**config.mk**
```make
export PLATFORM = sky130hd
export DESIGN_NAME = ring_dec_mon
export DESIGN_NICKNAME = d
export VERILOG_FILES = /design/src/rtl/ring_pkg.sv /design/src/rtl/onehot_to_bin.sv /design/src/rtl/ring_dec_mon.sv
export SDC_FILE = /design/constraint.sdc
export NUM_CORES = 1
export LEC_CHECK = 0
export BUFFER_PORTS_ARGS = -buffer_cell sky130_fd_sc_hd__buf_2
export CORE_ASPECT_RATIO = 1.25
export CORE_UTILIZATION = 48
export DETAILED_ROUTE_END_ITERATION = 6
export HOLD_SLACK_MARGIN = 0.1
export PLACE_DENSITY = 0.79
export SKIP_LAST_GASP = 1
export SYNTH_ARGS = -nofsm -noshare
export SYNTH_HDL_FRONTEND = slang
export SYNTH_SLANG_ARGS = --single-unit
```
**constraint.sdc**
```tcl
create_clock -name clk -period 1.7 [get_ports clk]
set_input_delay 0.085 -clock clk [delete_from_list [all_inputs] [get_ports clk]]
set_output_delay 0.085 -clock clk [all_outputs]
set_load 0.05 [all_outputs]
```
**src/rtl/ring_pkg.sv**
```systemverilog
// Shared types and helpers for the one-hot ring decoder/monitor.
// Latency: n/a (package: types, constants and pure functions only).
// Backpressure: n/a.
//
// Contents:
//   RING_MAX_W   - widest ring the helpers accept; callers zero-extend into it
//   ring_state_t - monitor FSM states (HUNT, VERIFY, LOCKED)
//   rot_next()   - fixed ring rotation, bit k moves to bit k-1, bit 0 wraps to bit n-1
//   is_onehot()  - true when exactly one bit of the word is set
package ring_pkg;

   localparam int RING_MAX_W = 64;

   typedef enum logic [1:0] {
      HUNT   = 2'd0,
      VERIFY = 2'd1,
      LOCKED = 2'd2
   } ring_state_t;

   // Rotation toward bit 0 within an n-bit ring held in the low bits of cur.
   // Bits at or above n are returned as zero.
   function automatic logic [RING_MAX_W-1:0] rot_next(
      input logic [RING_MAX_W-1:0] cur,
      input int                    n
   );
      logic [RING_MAX_W-1:0] nxt;
      nxt = '0;
      for (int i = 0; i < RING_MAX_W-1; i++) begin
         if (i < n-1) begin
            nxt[i] = cur[i+1];
         end
      end
      for (int i = 0; i < RING_MAX_W; i++) begin
         if (i == n-1) begin
            nxt[i] = cur[0];
         end
      end
      return nxt;
   endfunction

   // Clearing the lowest set bit leaves zero only when at most one bit was set;
   // the non-zero test rules out the empty word.
   function automatic logic is_onehot(input logic [RING_MAX_W-1:0] v);
      return (v != '0) && ((v & (v - 1'b1)) == '0);
   endfunction

endpackage

```
**src/rtl/onehot_to_bin.sv**
```systemverilog
// One-hot to binary index decoder with a legality flag.
// Latency: combinational, zero cycles.
// Backpressure: none; pure function of the input word.
//
// Ports:
//   i_vec   [N]  word to decode
//   o_idx   [IW] position of the set bit; only meaningful when o_legal=1
//   o_legal      exactly one bit of i_vec is set
module onehot_to_bin
   import ring_pkg::*;
#(
   parameter int N  = 4,
   parameter int IW = $clog2(N)
) (
   input  logic [N-1:0]  i_vec,
   output logic [IW-1:0] o_idx,
   output logic          o_legal
);

   // OR of the positions of all set bits: exact for a legal word, and cheap
   // because the result of an illegal word is discarded by the caller.
   always_comb begin
      o_idx = '0;
      for (int i = 0; i < N; i++) begin
         if (i_vec[i]) begin
            o_idx = o_idx | IW'(i);
         end
      end
   end

   assign o_legal = is_onehot(RING_MAX_W'(i_vec));

endmodule

```
**src/rtl/ring_dec_mon.sv**
```systemverilog
// Ring decoder + protocol monitor: decodes a rotating one-hot word, locks onto the rotation, counts laps and errors.
// Latency: all outputs registered, valid one cycle after a ring_en=1 sample.
// Backpressure: none; ring_en=0 freezes all state and keeps seq_err low.
//
// Ports:
//   clk, rst    clock and synchronous active-high reset
//   ring_in[N]  observed ring state, sampled when ring_en=1
//   ring_en     sample strobe
//   idx[IW]     index of the last legal sample
//   onehot_ok   last sample had exactly one bit set
//   locked      monitor is in LOCKED
//   seq_err     one-cycle pulse on a rotation/legality error while locked
//   lap_cnt[CW] completed rotations while locked (saturating)
//   err_cnt[CW] seq_err pulses seen (saturating)
// Optional (RING_ERR_STICKY_EN):
//   err_clr     clears err_sticky; a simultaneous seq_err takes priority
//   err_sticky  latched seq_err
module ring_dec_mon
   import ring_pkg::*;
#(
   parameter int N        = 4,
   parameter int IW       = $clog2(N),
   parameter int LOCK_CNT = 2,
   parameter int CW       = 8
) (
   input  logic          clk,
   input  logic          rst,
   input  logic [N-1:0]  ring_in,
   input  logic          ring_en,
`ifdef RING_ERR_STICKY_EN
   input  logic          err_clr,
   output logic          err_sticky,
`endif
   output logic [IW-1:0] idx,
   output logic          onehot_ok,
   output logic          locked,
   output logic          seq_err,
   output logic [CW-1:0] lap_cnt,
   output logic [CW-1:0] err_cnt
);

   localparam int MW = $clog2(LOCK_CNT + 1);
   localparam logic [CW-1:0] CNT_MAX = {CW{1'b1}};

   ring_state_t   r_state;
   logic [N-1:0]  r_expected;
   logic [MW-1:0] r_match;
   logic [IW-1:0] r_idx;
   logic          r_ok;
   logic          r_seq_err;
   logic [CW-1:0] r_lap;
   logic [CW-1:0] r_err;

   ring_state_t   w_state_nxt;
   logic [N-1:0]  w_expected_nxt;
   logic [MW-1:0] w_match_nxt;
   logic [IW-1:0] w_idx_nxt;
   logic          w_ok_nxt;
   logic          w_seq_err_nxt;
   logic [CW-1:0] w_lap_nxt;
   logic [CW-1:0] w_err_nxt;

   logic [IW-1:0] w_dec_idx;
   logic          w_legal;
   logic [N-1:0]  w_rot;
   logic          w_hit;
   logic [MW-1:0] w_match_inc;

   onehot_to_bin #(
      .N  (N),
      .IW (IW)
   ) u_dec (
      .i_vec   (ring_in),
      .o_idx   (w_dec_idx),
      .o_legal (w_legal)
   );

   // Successor of the current sample; becomes the next expected word on a hit.
   assign w_rot       = N'(rot_next(RING_MAX_W'(ring_in), N));
   assign w_hit       = w_legal && (ring_in == r_expected);
   assign w_match_inc = r_match + 1'b1;

   always_comb begin
      w_state_nxt    = r_state;
      w_expected_nxt = r_expected;
      w_match_nxt    = r_match;
      w_idx_nxt      = r_idx;
      w_ok_nxt       = r_ok;
      w_seq_err_nxt  = 1'b0;
      w_lap_nxt      = r_lap;
      w_err_nxt      = r_err;

      if (ring_en) begin
         w_ok_nxt = w_legal;
         if (w_legal) begin
            w_idx_nxt = w_dec_idx;
         end

         case (r_state)
            HUNT: begin
               if (w_legal) begin
                  w_expected_nxt = w_rot;
                  w_match_nxt    = '0;
                  w_state_nxt    = VERIFY;
               end
            end

            VERIFY: begin
               if (w_hit) begin
                  w_expected_nxt = w_rot;
                  w_match_nxt    = w_match_inc;
                  if (w_match_inc == MW'(LOCK_CNT)) begin
                     w_state_nxt = LOCKED;
                  end
               end else begin
                  // Not yet trusted: drop back silently.
                  w_match_nxt = '0;
                  w_state_nxt = HUNT;
               end
            end

            LOCKED: begin
               if (w_hit) begin
                  w_expected_nxt = w_rot;
                  // A hit landing on bit N-1 can only have come from bit 0: one full lap.
                  if (ring_in[N-1] && (r_lap != CNT_MAX)) begin
                     w_lap_nxt = r_lap + 1'b1;
                  end
               end else begin
                  // Stalls, skips and illegal words all land here.
                  w_seq_err_nxt = 1'b1;
                  if (r_err != CNT_MAX) begin
                     w_err_nxt = r_err + 1'b1;
                  end
                  w_match_nxt = '0;
                  w_state_nxt = HUNT;
               end
            end

            default: begin
               w_state_nxt = HUNT;
            end
         endcase
      end
   end

   always_ff @(posedge clk) begin
      if (rst) begin
         r_state    <= HUNT;
         r_expected <= '0;
         r_match    <= '0;
         r_idx      <= '0;
         r_ok       <= 1'b0;
         r_seq_err  <= 1'b0;
         r_lap      <= '0;
         r_err      <= '0;
      end else begin
         r_state    <= w_state_nxt;
         r_expected <= w_expected_nxt;
         r_match    <= w_match_nxt;
         r_idx      <= w_idx_nxt;
         r_ok       <= w_ok_nxt;
         r_seq_err  <= w_seq_err_nxt;
         r_lap      <= w_lap_nxt;
         r_err      <= w_err_nxt;
      end
   end

   assign idx       = r_idx;
   assign onehot_ok = r_ok;
   assign locked    = (r_state == LOCKED);
   assign seq_err   = r_seq_err;
   assign lap_cnt   = r_lap;
   assign err_cnt   = r_err;

`ifdef RING_ERR_STICKY_EN
   logic r_err_sticky;

   // Set has priority so an error coinciding with a clear is never lost.
   always_ff @(posedge clk) begin
      if (rst) begin
         r_err_sticky <= 1'b0;
      end else if (w_seq_err_nxt) begin
         r_err_sticky <= 1'b1;
      end else if (err_clr) begin
         r_err_sticky <= 1'b0;
      end
   end

   assign err_sticky = r_err_sticky;
`endif

endmodule
```
==> metrics.md <==
| Metric | Value |
|---|---|
| Status | complete, but fails checks |
| Failing checks | setup timing |
| Finished Cell Area | between 1500 and 2000 sq um |
| Slew @ Worst Pin | 428 ps |
| F_max | around 560 MHz |
| Clock transition at the registers of the reported paths | about 140 ps |
| Sequential share of power | between 60 and 70% |
| Hold Path Class | primary input to flip-flop |
| Initial drt markers | 20 |
| CORE AREA | about 2800 sq um |
| DRC viols | 0 |
| Synth Net Count | about 170 |
| Worst EP arrival | 2010 ps |
| Synthesized area | roughly 1400 sq um |
| Antenna diode count | 0 |
| Pwr/cell area | approximately 570 nW/um^2 |
| Detailed-route wire length per cell | roughly 14 um |
| GR Overflow Total | 0 |
| Final critical-path required period | between 1500 and 2000 ps |
| Crit. End Element | flip-flop |
| Io pins | 28 |
| Synth-to-Final Area Change | 32.1% |
| Tcrit/Tclk final | 105% |
| Die Y | 63.1 um |
| Unrepaired setup endpoints after global routing | yes |
| Worst-case clock skew | 3.01 ps |
| Seq cells post-synth | 28 |
| Vias in the first global route | between 1000 and 1500 |
| # rows | 21 |
| Starting density of the core | 52.0% |
| Library cells used by synthesis | 35 |
| Clk_lat worst skew | 310 ps |
| RePlAce Congestion | between 0.8 and 0.9 |
| Synth area leaders | dfxtp_1, nor2_1, xor2_1, ha_1, xnor2_1 |
| Final hold violation count | 0 |
| Final worst slack | -89.4 ps |
| IR drop worst, VDD | 0.000395 V |
| H-tree depth reported by CTS | 1 |
| NetSw | 0.281 mW |
| Sw Share | about a quarter |
| Die ar. | approximately 3200 sq um |
| Post-DP HPWL | 2.38 mm |
| Internal power | ~0.81 mW |
| Ys Warns | 0 |
| Clk buf depth | 2 |
| Synth top area share | 39.1% |
| Port bufs | 27 |
| Setup TNS | -387 ps |
| Post-synth top area cell | dfxtp_1 |
| Total track usage | between 20% and 30% |
| Worst-path fanout max | 5 |
| Vias | roughly 1300 |
| Global-route wire length before repair | approximately 5.4 mm |
| Initial antenna violation count | 0 |
| CTS Sinks | 28 |
| Kind of critical path | flip-flop to flip-flop |
| Share of layout cells above drive strength 1 | between 40% and 50% |
| Post-Syn Instances | between 150 and 200 |
| Via/cell ratio | 5.46 |
| DRT Wirelength | 3.25 mm |
| Drt pass-1 iters | 4 |
| Final setup fails | 7 |
| Max-slew violations | 0 |
| Comb pwr share | 14.2% |
| CTS tree | yes |
| Static Leak | roughly 0.81 nW |
| Worst setup SP type | flip-flop |
| Sequential-to-total area share from yosys stat | between 30 and 40% |
| Cts bufs inserted | 3 |
| Clock Power Share | 24.7% |
| Die Width | 50.9 um |
| Power consumption | 1.09 mW |
| Final nets | approximately 220 |
| Placed cells | 230 |
| Critical Path RT | 1920 ps |
| Syn_area_per_cell | around 9 sq um |
| Layout Cells excl Fill | 239 |
| Largest net degree at the start of global routing | 17 |
| Layout filler cell count | 238 |
| Clk root buf | clkbuf_4 |
| Relative slew slack | a little over 70% |
| Placed cell areas | 1750 sq um |
| Final antenna-violating net count | 0 |
| Max_cap viols | 0 |
-- per-stage QoR --
| stage | setup WS (ps) | hold WS [ps] | utilization, % |
|---|---|---|---|
| after floorplan | -123 | 214 | - |
| after global placement | -29.3 | 377 | 63.5 |
| after detailed placement | -93.0 | 382 | 63.5 |
| after CTS | -58.8 | 112 | 67.2 |
| after global routing | -148 | 114 | 68.7 |
| final | -89.4 | 111 | 68.7 |
-- power groups by stage --
stage               clock network (mW)  logic (mW)  registers (mW)
global placement                     0       0.137           0.678
CTS                              0.277       0.150           0.664
finish                           0.269       0.154           0.664
floorplan                            0      0.0853           0.690
global route                     0.310       0.165           0.666
detailed placement                   0       0.142           0.678
-- routing by layer --
layer	global-route usage, %	part of all wire, %	vias up
li1	-	-	640
met4	7.29	1.8	0
met1	25.9	43	625
met5	0	0	-
met2	39.7	51	34
met3	2.17	4.3	6
-- worst max-delay path, cell delays in order, from the launching register on --
cell	delay (ps)
dfxtp_2	360
xor2_2	150
nor4_2	350
o21a_1	220
buf_12	130
a221oi_4	60
o21a_4	140
mux2_4	290
-- state kept, by name, indices dropped and copies added (netlist names) --
| signal | count |
|---|---|
| err_cnt | 8 |
| r_expected | 4 |
| r_state | 2 |
| idx | 2 |
| seq_err | 1 |
| onehot_ok | 1 |
| lap_cnt | 8 |
| r_match | 2 |
-- cell families after synthesis --
group           synth area share [%]
simple gates                    24.8
flops                           39.1
compound gates                  11.3
xor+xnor                        11.0
buf+inv                         4.19
mux                             4.45
fa+ha+maj                       5.24
-- final timing paths --
check / start / endpoint / slack [ps] / cells past startpoint
worst max-delay path: r_expected[1]$_SDFFE_PP0P_ / r_match[0]$_SDFFE_PP0P_ / -90 / 7
worst min register to register: onehot_ok$_SDFFE_PP0P_ / onehot_ok$_SDFFE_PP0P_ / 490 / 2
worst max register to register: r_expected[1]$_SDFFE_PP0P_ / r_match[0]$_SDFFE_PP0P_ / -90 / 7
worst min-delay path: ring_en / onehot_ok$_SDFFE_PP0P_ / 110 / 4
-- placed cells by master (no fill, tap or decap), types with 5 or more instances in the layout --
cell / instances
a21oi_1: 8
buf_2: 27
buf_4: 18
dfxtp_1: 16
dfxtp_2: 7
dfxtp_4: 5
ha_1: 5
inv_1: 5
nand2_1: 10
nand4_1: 6
nor2_1: 25
xnor2_1: 7
xor2_1: 9
-- what timing repair did --
action                                 4_1_cts  5_1_grt
gates cloned                                 0        0
buffers inserted                             2        1
hold buffers                                 2        0
pin swaps                                    4        7
endpoints found under the hold margin        2        0
setup endpoints to repair                   17       20
gates resized for setup                     11        7
-- final cells by class --
| type | instances | area (sq um) | area share [%] |
|---|---|---|---|
| multi-input combinational | 119 | 897 | 47.4 |
| clock inverter | 1 | 3.75 | 0.198 |
| timing repair buffer | 49 | 322 | 17.0 |
| sequential | 28 | 588 | 31.0 |
| clock buffer | 3 | 22.5 | 1.19 |
| tap | 34 | 42.5 | 2.25 |
| inverter | 5 | 18.8 | 0.991 |
-- synthesized netlist by cell type (all sizes together) --
| library cell | instances |
|---|---|
| nor4b | 2 |
| and2 | 1 |
| a21o | 1 |
| a21oi | 9 |
| mux2i | 3 |
| ha | 6 |
| xnor2 | 8 |
| nand3b | 1 |
| o211a | 1 |
| nand4 | 6 |
| a211oi | 1 |
| a221oi | 1 |
| a32o | 1 |
| and4 | 1 |
| inv | 5 |
| nor2b | 2 |
| mux2 | 3 |
| o21ai | 5 |
| a31oi | 1 |
| nor2 | 26 |
| o21a | 2 |
| buf | 4 |
| xor2 | 10 |
| clkbuf | 4 |
| dfxtp | 28 |
| nor4 | 4 |
| nand2 | 10 |
| and3 | 4 |
| nor3 | 6 |
| nand3 | 4 |
Note: power is estimated with default switching activity, not from simulation.
